<file path="config.mk">
export PLATFORM = sky130hd
export DESIGN_NAME = vc_scrub_regfile_nrmw
export DESIGN_NICKNAME = d
export VERILOG_FILES = /design/src/rtl/vc_scrub_regfile_nrmw.sv
export SDC_FILE = /design/constraint.sdc
export NUM_CORES = 1
export LEC_CHECK = 0
export CAP_MARGIN = 20
export CORE_MARGIN = 3
export CORE_UTILIZATION = 35
export CTS_BUF_LIST = sky130_fd_sc_hd__clkbuf_2
export DETAILED_ROUTE_END_ITERATION = 8
export HOLD_SLACK_MARGIN = 0.15
export MAX_ROUTING_LAYER = met4
export PLACE_DENSITY_LB_ADDON = 0.3
export SYNTH_ARGS = -nofsm -noshare
export SYNTH_HDL_FRONTEND = slang
export SYNTH_SLANG_ARGS = --single-unit
export TNS_END_PERCENT = 20
</file>
<file path="constraint.sdc">
create_clock -name clk -period 3.4 [get_ports clk]
set_clock_uncertainty 0.1 [all_clocks]
set_input_delay 0.85 -clock clk [delete_from_list [all_inputs] [get_ports clk]]
set_output_delay 0.85 -clock clk [all_outputs]
set_load 0.005 [all_outputs]
</file>
<file path="src/rtl/vc_scrub_regfile_nrmw.sv">
// Multi-port register file with zero-latency reads, optional write-to-read bypass
// and a one-entry-per-cycle scrub engine that wipes the file on a domain switch.

module vc_scrub_regfile_nrmw_chk #(
    parameter int p_num_entries     = 8,
    parameter int p_num_write_ports = 2,
    parameter int c_addr_nbits      = 3
)(
    input  logic                                      clk,
    input  logic                                      reset,
    input  logic [p_num_write_ports-1:0]              write_en,
    input  logic [p_num_write_ports*c_addr_nbits-1:0] write_addr,
    input  logic                                      sd
);

    // Flag X enables/labels and writes aimed past the last entry while out of reset.
    always @(posedge clk) begin
        if (reset) begin
            assert (!$isunknown(write_en));
            assert (!$isunknown(sd));
            for (int j = 0; j < p_num_write_ports; j++) begin
                if (write_en[j]) begin
                    assert (int'(write_addr[j*c_addr_nbits +: c_addr_nbits]) < p_num_entries);
                end
            end
        end
    end

endmodule

module vc_scrub_regfile_nrmw #(
    parameter int                      p_data_nbits      = 32,
    parameter int                      p_num_entries     = 8,
    parameter int                      p_num_read_ports  = 2,
    parameter int                      p_num_write_ports = 2,
    parameter logic [p_data_nbits-1:0] p_reset_value     = {p_data_nbits{1'b0}},
    parameter bit                      p_bypass          = 1'b1,
    localparam int                     c_addr_nbits      = $clog2(p_num_entries)
)(
    input  logic                                      clk,
    input  logic                                      reset,
    input  logic [p_num_read_ports*c_addr_nbits-1:0]  read_addr,
    output logic [p_num_read_ports*p_data_nbits-1:0]  read_data,
    input  logic [p_num_write_ports-1:0]              write_en,
    input  logic [p_num_write_ports*c_addr_nbits-1:0] write_addr,
    input  logic [p_num_write_ports*p_data_nbits-1:0] write_data,
    input  logic                                      scrub_req,
    output logic                                      scrub_busy,
    output logic                                      scrub_done,
    input  logic                                      sd
);

    typedef enum logic [1:0] {
        ST_IDLE  = 2'd0,
        ST_SCRUB = 2'd1,
        ST_DONE  = 2'd2
    } state_e;

    localparam logic [c_addr_nbits-1:0] c_last = c_addr_nbits'(p_num_entries - 1);
    localparam logic [c_addr_nbits-1:0] c_zero = {c_addr_nbits{1'b0}};
    localparam logic [c_addr_nbits-1:0] c_one  = {{(c_addr_nbits-1){1'b0}}, 1'b1};

    state_e                    state_q, state_d;
    logic [c_addr_nbits-1:0]   cnt_q, cnt_d;
    logic [p_data_nbits-1:0]   mem_q [p_num_entries];
    logic [p_data_nbits-1:0]   mem_d [p_num_entries];
    logic [p_data_nbits-1:0]   rd_word_s [p_num_read_ports];
    logic [c_addr_nbits-1:0]   rd_addr_s [p_num_read_ports];

    // Scrub sequencer: IDLE -> SCRUB (one entry per cycle) -> DONE for one cycle.
    always_comb begin
        state_d = state_q;
        cnt_d   = cnt_q;
        case (state_q)
            ST_IDLE: begin
                if (scrub_req) begin
                    state_d = ST_SCRUB;
                    cnt_d   = c_zero;
                end else begin
                    state_d = ST_IDLE;
                end
            end
            ST_SCRUB: begin
                if (cnt_q == c_last) begin
                    state_d = ST_DONE;
                    cnt_d   = c_zero;
                end else begin
                    cnt_d   = cnt_q + c_one;
                end
            end
            ST_DONE: begin
                if (scrub_req) begin
                    state_d = ST_SCRUB;
                end else begin
                    state_d = ST_IDLE;
                end
                cnt_d = c_zero;
            end
            default: begin
                state_d = ST_IDLE;
                cnt_d   = c_zero;
            end
        endcase
    end

    // Entry next-state: scrub clears one entry, otherwise writes apply in port order
    // so the highest-indexed port wins; address compares drop out-of-range writes.
    always_comb begin
        mem_d = mem_q;
        case (state_q)
            ST_SCRUB: begin
                for (int e = 0; e < p_num_entries; e++) begin
                    mem_d[e] = (cnt_q == c_addr_nbits'(e)) ? p_reset_value : mem_q[e];
                end
            end
            default: begin
                for (int e = 0; e < p_num_entries; e++) begin
                    for (int j = 0; j < p_num_write_ports; j++) begin
                        mem_d[e] = (write_en[j] &&
                                    (write_addr[j*c_addr_nbits +: c_addr_nbits] == c_addr_nbits'(e)))
                                   ? write_data[j*p_data_nbits +: p_data_nbits] : mem_d[e];
                    end
                end
            end
        endcase
    end

    // Combinational read with optional same-cycle forwarding; a scrubbing file reads as reset.
    always_comb begin
        read_data = {(p_num_read_ports*p_data_nbits){1'b0}};
        for (int k = 0; k < p_num_read_ports; k++) begin
            rd_addr_s[k] = read_addr[k*c_addr_nbits +: c_addr_nbits];
            rd_word_s[k] = {p_data_nbits{1'b0}};
            for (int e = 0; e < p_num_entries; e++) begin
                rd_word_s[k] = (rd_addr_s[k] == c_addr_nbits'(e)) ? mem_q[e] : rd_word_s[k];
            end
            for (int j = 0; j < p_num_write_ports; j++) begin
                rd_word_s[k] = (p_bypass && write_en[j] &&
                                (int'(rd_addr_s[k]) < p_num_entries) &&
                                (write_addr[j*c_addr_nbits +: c_addr_nbits] == rd_addr_s[k]))
                               ? write_data[j*p_data_nbits +: p_data_nbits] : rd_word_s[k];
            end
            read_data[k*p_data_nbits +: p_data_nbits] =
                (state_q == ST_SCRUB) ? p_reset_value : rd_word_s[k];
        end
    end

    // State, counter and storage registers with synchronous active-low reset.
    always_ff @(posedge clk) begin
        if (!reset) begin
            state_q <= ST_IDLE;
            cnt_q   <= c_zero;
            for (int e = 0; e < p_num_entries; e++) begin
                mem_q[e] <= p_reset_value;
            end
        end else begin
            state_q <= state_d;
            cnt_q   <= cnt_d;
            mem_q   <= mem_d;
        end
    end

    assign scrub_busy = (state_q == ST_SCRUB);
    assign scrub_done = (state_q == ST_DONE);

    vc_scrub_regfile_nrmw_chk #(
        .p_num_entries     (p_num_entries),
        .p_num_write_ports (p_num_write_ports),
        .c_addr_nbits      (c_addr_nbits)
    ) u_chk (
        .clk        (clk),
        .reset      (reset),
        .write_en   (write_en),
        .write_addr (write_addr),
        .sd         (sd)
    );

endmodule

</file>
# Word-level counts from Yosys, hierarchy flattened
# Cells that the tools add are included.
[op_classes]
n_addsub = 1
n_mul = 0
div_mod_pow = 0
magnitude_cmp = 0
eq_ne = 50
shift = 0
n_mux = 53
bitwise_logic = 0
n_reduce_logical = 43
[ops]
columns = ["operator", "n"]
rows = [
  ["32-bit 2-to-1 mux", 46],
  ["256-bit 2-to-1 mux", 1],
  ["3-bit equality test, second input constant", 20],
  ["3-bit by 2-bit equality test with 1-bit output, second input constant", 10],
  ["3-bit nonzero test", 8],
  ["1-bit logical AND", 20],
  ["2-bit by 1-bit inequality test with 1-bit output, second input constant", 8],
  ["2-bit AND reduction", 8],
  ["3-bit by 1-bit equality test with 1-bit output, second input constant", 5],
  ["3-bit logical NOT", 5],
  ["3-bit equality test", 4],
  ["3-bit 2-to-1 mux", 2],
  ["3-bit one-hot mux with 2 select lines", 1],
  ["2-bit one-hot mux with 2 select lines", 1],
  ["3-bit by 1-bit adder with 3-bit output, second input constant", 1],
  ["2-bit by 1-bit equality test with 1-bit output, second input constant", 1],
  ["2-bit equality test, second input constant", 1],
  ["2-bit logical NOT", 1],
  ["2-bit 2-to-1 mux", 1],
  ["2-bit inequality test, second input constant", 1],
  ["2-bit OR reduction", 1],
  ["1-bit 2-to-1 mux", 1],
]
[totals]
reg_bits = 261
latch_bits = 0
ram_bits = 0
romBits = 0
in_bits = 82
output_inout_bits = 66
word_cells = 157
n_memories = 0

# Longest topological paths before layout
[depth]
ltp_word = 12
depth_mapped = 9
ltp_nobuf = 6

# Worst setup path after synthesis
# No wires, ideal clock.
[synth_path]
path_type = "input-to-output"
from = "input read_addr[3]"
to = "output read_data[35]"
arrival_ns = 2.307
required_time_ns = 2.450
slack_ns = 0.143
cell_stages = 7
path_buffers = 2
cell_sequence = "buf_6 xor2_1 or4b_4 and2_4 buf_6 a221oi_2 a21oi_1"
[synth_via]
elab_chain_len = 12
elab_cells_between_ends = 23
classes_between = "eq/ne: 9; mux: 11; reduce/logical: 3"
[synth_rtl]
columns = ["element", "line_no", "source"]
rows = [
  ["from (decl)", "42", "input logic [p_num_read_ports*c_addr_nbits-1:0] read_addr,"],
  ["3-bit logical NOT", "135", "rd_word_s[k] = (rd_addr_s[k] == c_addr_nbits'(e)) ? mem_q[e] : rd_word_s[k];"],
  ["32-bit 2-to-1 mux (8 in a row)", "135", ""],
  ["32-bit 2-to-1 mux", "141", "? write_data[j*p_data_nbits +: p_data_nbits] : rd_word_s[k];"],
  ["32-bit 2-to-1 mux (*)", "141", ""],
  ["32-bit 2-to-1 mux (*)", "144", "(state_q == ST_SCRUB) ? p_reset_value : rd_word_s[k];"],
  ["to (decl)", "43", "output logic [p_num_read_ports*p_data_nbits-1:0] read_data,"],
]
# Mark *: on every way between the ends. The rest lies on a longest branch, timed or not.

# Final worst setup path
[layout_path]
from = "input write_addr[0]"
to = "output read_data[35]"
[layout_via]
elab_chain_len = 5
[layout_rtl]
columns = ["element", "line_no", "source"]
rows = [
  ["from (decl)", "45", "input logic [p_num_write_ports*c_addr_nbits-1:0] write_addr,"],
  ["3-bit equality test", "140", "(write_addr[j*c_addr_nbits +: c_addr_nbits] == rd_addr_s[k]))"],
  ["1-bit logical AND", "139", "(int'(rd_addr_s[k]) < p_num_entries) &&"],
  ["32-bit 2-to-1 mux (2 in a row)", "141", ""],
  ["32-bit 2-to-1 mux", "144", ""],
]
# No other way between the ends.

==> flow_summary.yaml <==
detailed_routing:
  wl_per_cell_um: 28.3
  ant_nets: 0
  dr.pass1.iters: 9
  drcViolationCount: 0
  totalWireLength_um: 94200
  vias_per_cell: 6.50
  drtIter0Drc: 2808
  vias: 21607
placed_design:
  numPortBuffers: 146
  dp_hpwl_um: 61200
  place_congestion: 1.05
  placed_cells_incl_taps: 3136
synthesis:
  synth_edf_count: 0
  synth_cell_types: 60
  synth_fp_nets: 2353
  synthFlopType: "dfxtp_1"
  netlist_instances: 2265
  yosysTopAreaCell: "dfxtp_1"
  synth.avg_cell_area_um2: 8.23
  postSynth.asyncResetShare: 0
  synthTopCellsByArea: "dfxtp_1, mux2i_1, o2bb2ai_1, a22oi_1, and2_1"
  synth.top_cells.by_count: "dfxtp_1, nand2_1, clkbuf_1"
  netlist_area_um2: 18600
  synth_top_cell_area_share: 0.280
  yosysSeqAreaShare: 0.280
  ys_ff_latch: 261
  ys_warn_count: 0
  yosysMostFrequentCell: "dfxtp_1"
setup_path:
  arrival_ps: 2790
  critical-path-top-delay-family: "simple AND/OR/NAND/NOR gates"
  worst-path-buf-inv: 5
  r2r_start: "state_q[0]"
  cpMaxStageDelayCell: "or4b_4"
  reg2reg_depth: 9
  critical_path_cell_count: 10
  worstSetupStartpointType: "primary input"
  end_kind: "primary output"
  cp_cell_sequence: "buf_2 > xor2_1 > or4b_4 > buf_12 > buf_16 > buf_6 > and3_4 > a221oi_4 > a21oi_2 > buf_2"
  worstSetupPathType: "primary input to primary output"
  reg2reg_to: "mem_q[94]"
  reg2reg_slack_ps: 910
  cp_slowest_stage_delay_ps: 600
  cp_common_cell: "buf_2"
  cp.required_ps: 2450
  worstPathMaxFanout: 5
hold_path:
  hp-start: "mem_q[228]"
  min_to: "mem_q[228]"
  hold_path_depth: 2
  hold_class: "flip-flop to flip-flop"
global_routing:
  gr-usage-met1: 0.400
  grt.met2_usage: 0.482
  gr-usage-met3: 0.0780
  grt_pass1_wl_um: 137000
  grt_pass1_vias: 21315
  antenna_found_initial: 2
  grt_usage: 0.328
  grt_max_degree: 81
  grt_overflow: 0
  busiest_layer: "met2"
timing:
  fin_ws_ps: -337
  rsz0062_at_grt: "yes"
  min_period_ps: 3740
  drv_slew: 0
  max_slew_margin: 0.258
  fin_crit_sh: 1.10
  tns_ps: -13160
  hold_violations: 0
  setup_viol: 64
  fmax_mhz: 268
  holdWs_ps: 428
  max_slew.worst_pin.slew_ps: 1110
cts:
  htreeDepth: 3
  cts_tree: "yes"
  numCtsBuffers: 76
  cts-root-buf: "clkbuf_2"
  insertion_delay_ps: 1050
  clock_sinks: 261
  clkSlewWorstSetupHoldPaths_ps: 90
  clk_path_buf_depth: 3
floorplanning:
  core_um2: 52000
  die_w_um: 237
  die_height_um: 237
  initial_core_util: 0.358
  core.rowCount: 83
  pin_count: 148
  dieArea_um2: 56000
final_layout:
  nets: 2669
  drive_gt1_frac: 0.310
  seq_area_um2: 5250
  layout-area-overhead-vs-synth_pct: 34.0
  nFillCells: 4915
  post-route-util: 0.480
  multiInputGateArea_um2: 13000
  stdcell_count: 3323
run:
  drv_cap: 0
power_and_ir_drop:
  leakagePower_nw: 10.4
  pwr_density_cell_nw_per_um2: 335
  ir_worst_vdd_mv: 0.241
status:
  violations: "negative setup slack"
  outcome: "complete, but fails checks"
==> power by group <==
part	switching, mW	internal (mW)	leakage, nW
registers	0.0884	3.15	2.12
logic	1.44	1.10	7.78
clock network	1.56	1.02	0.539
total	3.10	5.27	10.4
==> worst reg2reg max path, delay by kind of cell, from the launching register on <==
kind / cells / cell delay (ps)
compound gates: 1 / 180
flops: 1 / 410
buf+inv: 5 / 1130
simple gates: 3 / 550
==> cells by family after synthesis <==
group / synth area share
compound gates: 0.293
flops: 0.280
mux: 0.150
simple gates: 0.192
xor+xnor: 0.00564
buf+inv: 0.0749
fa+ha+maj: 0.00403
==> timing repair <==
item | CTS | global route
gates cloned | 5 | 1
pin swaps | 74 | 26
gates resized for setup | 410 | 96
setup endpoints to repair | 65 | 64
buffers inserted | 27 | 23
hold endpoints to repair | 4 | 0
hold buffers | 1 | 0
==> how the worst max path moves through the flow <==
stage                               end  slack, ps     startpoint
after floorplan           read_data[35]        140   read_addr[3]
after global placement    read_data[21]      -1110  write_addr[2]
after detailed placement  read_data[49]      -1130  write_addr[1]
after CTS                 read_data[35]       -310  write_addr[2]
after global routing      read_data[48]       -360  write_addr[1]
final                     read_data[35]       -340  write_addr[0]
==> routing by layer <==
metal | vias up | wire length, um | share of wire
met3 | 475 | 11500 | 0.12
met1 | 10299 | 35200 | 0.37
li1 | 9091 | - | -
met5 | - | 0 | 0
met2 | 1742 | 40800 | 0.43
met4 | 0 | 6670 | 0.071
==> cells in the final DEF, fill, tap and decap left out, types with 11 or more instances in the layout <==
cell type | synthesis | final
o32ai_2 | 0 | 17
clkdlybuf4s50_1 | 0 | 66
and2_1 | 169 | 168
nor2b_1 | 39 | 34
o21ai_0 | 65 | 52
nor2_2 | 3 | 14
a211oi_2 | 0 | 16
buf_2 | 68 | 49
nor3_1 | 30 | 29
and3_4 | 0 | 21
dfxtp_1 | 261 | 248
o2bb2ai_1 | 167 | 167
mux4_2 | 25 | 25
a22oi_1 | 142 | 140
and3_1 | 98 | 77
clkinv_1 | 0 | 19
inv_1 | 30 | 30
buf_12 | 0 | 54
nand2_1 | 226 | 219
nor2_1 | 46 | 35
o21a_1 | 65 | 65
clkbuf_2 | 1 | 114
o221ai_1 | 47 | 42
mux2_2 | 33 | 33
buf_4 | 7 | 302
a31oi_1 | 24 | 17
buf_6 | 6 | 35
a21oi_1 | 140 | 128
mux2i_1 | 186 | 185
nand3_1 | 12 | 11
==> cell type report <==
| class | instances | share of cell area |
|---|---|---|
| Clock inverter | 28 | 0.00656 |
| Timing Repair Buffer | 536 | 0.202 |
| Tap cell | 680 | 0.0341 |
| Sequential cell | 261 | 0.210 |
| Multi-Input combinational cell | 1674 | 0.519 |
| Inverter | 32 | 0.00511 |
| Antenna cell | 3 | 0.000301 |
| Clock buffer | 109 | 0.0218 |
==> sequential cells by signal (all words and copies together) (netlist names) <==
signal and count:
mem_q 256, cnt_q 3, state_q 2
==> metrics by stage <==
stage	total power [mW]	area (um2)	worst slack [ps]
final	8.36	25000	-337
after global routing	8.64	25000	-362
after CTS	8.21	24500	-311
after detailed placement	5.60	22900	-1130
after global placement	5.57	22900	-1110
after floorplan	4.40	18600	143
Power figures use the tool's default switching activity.
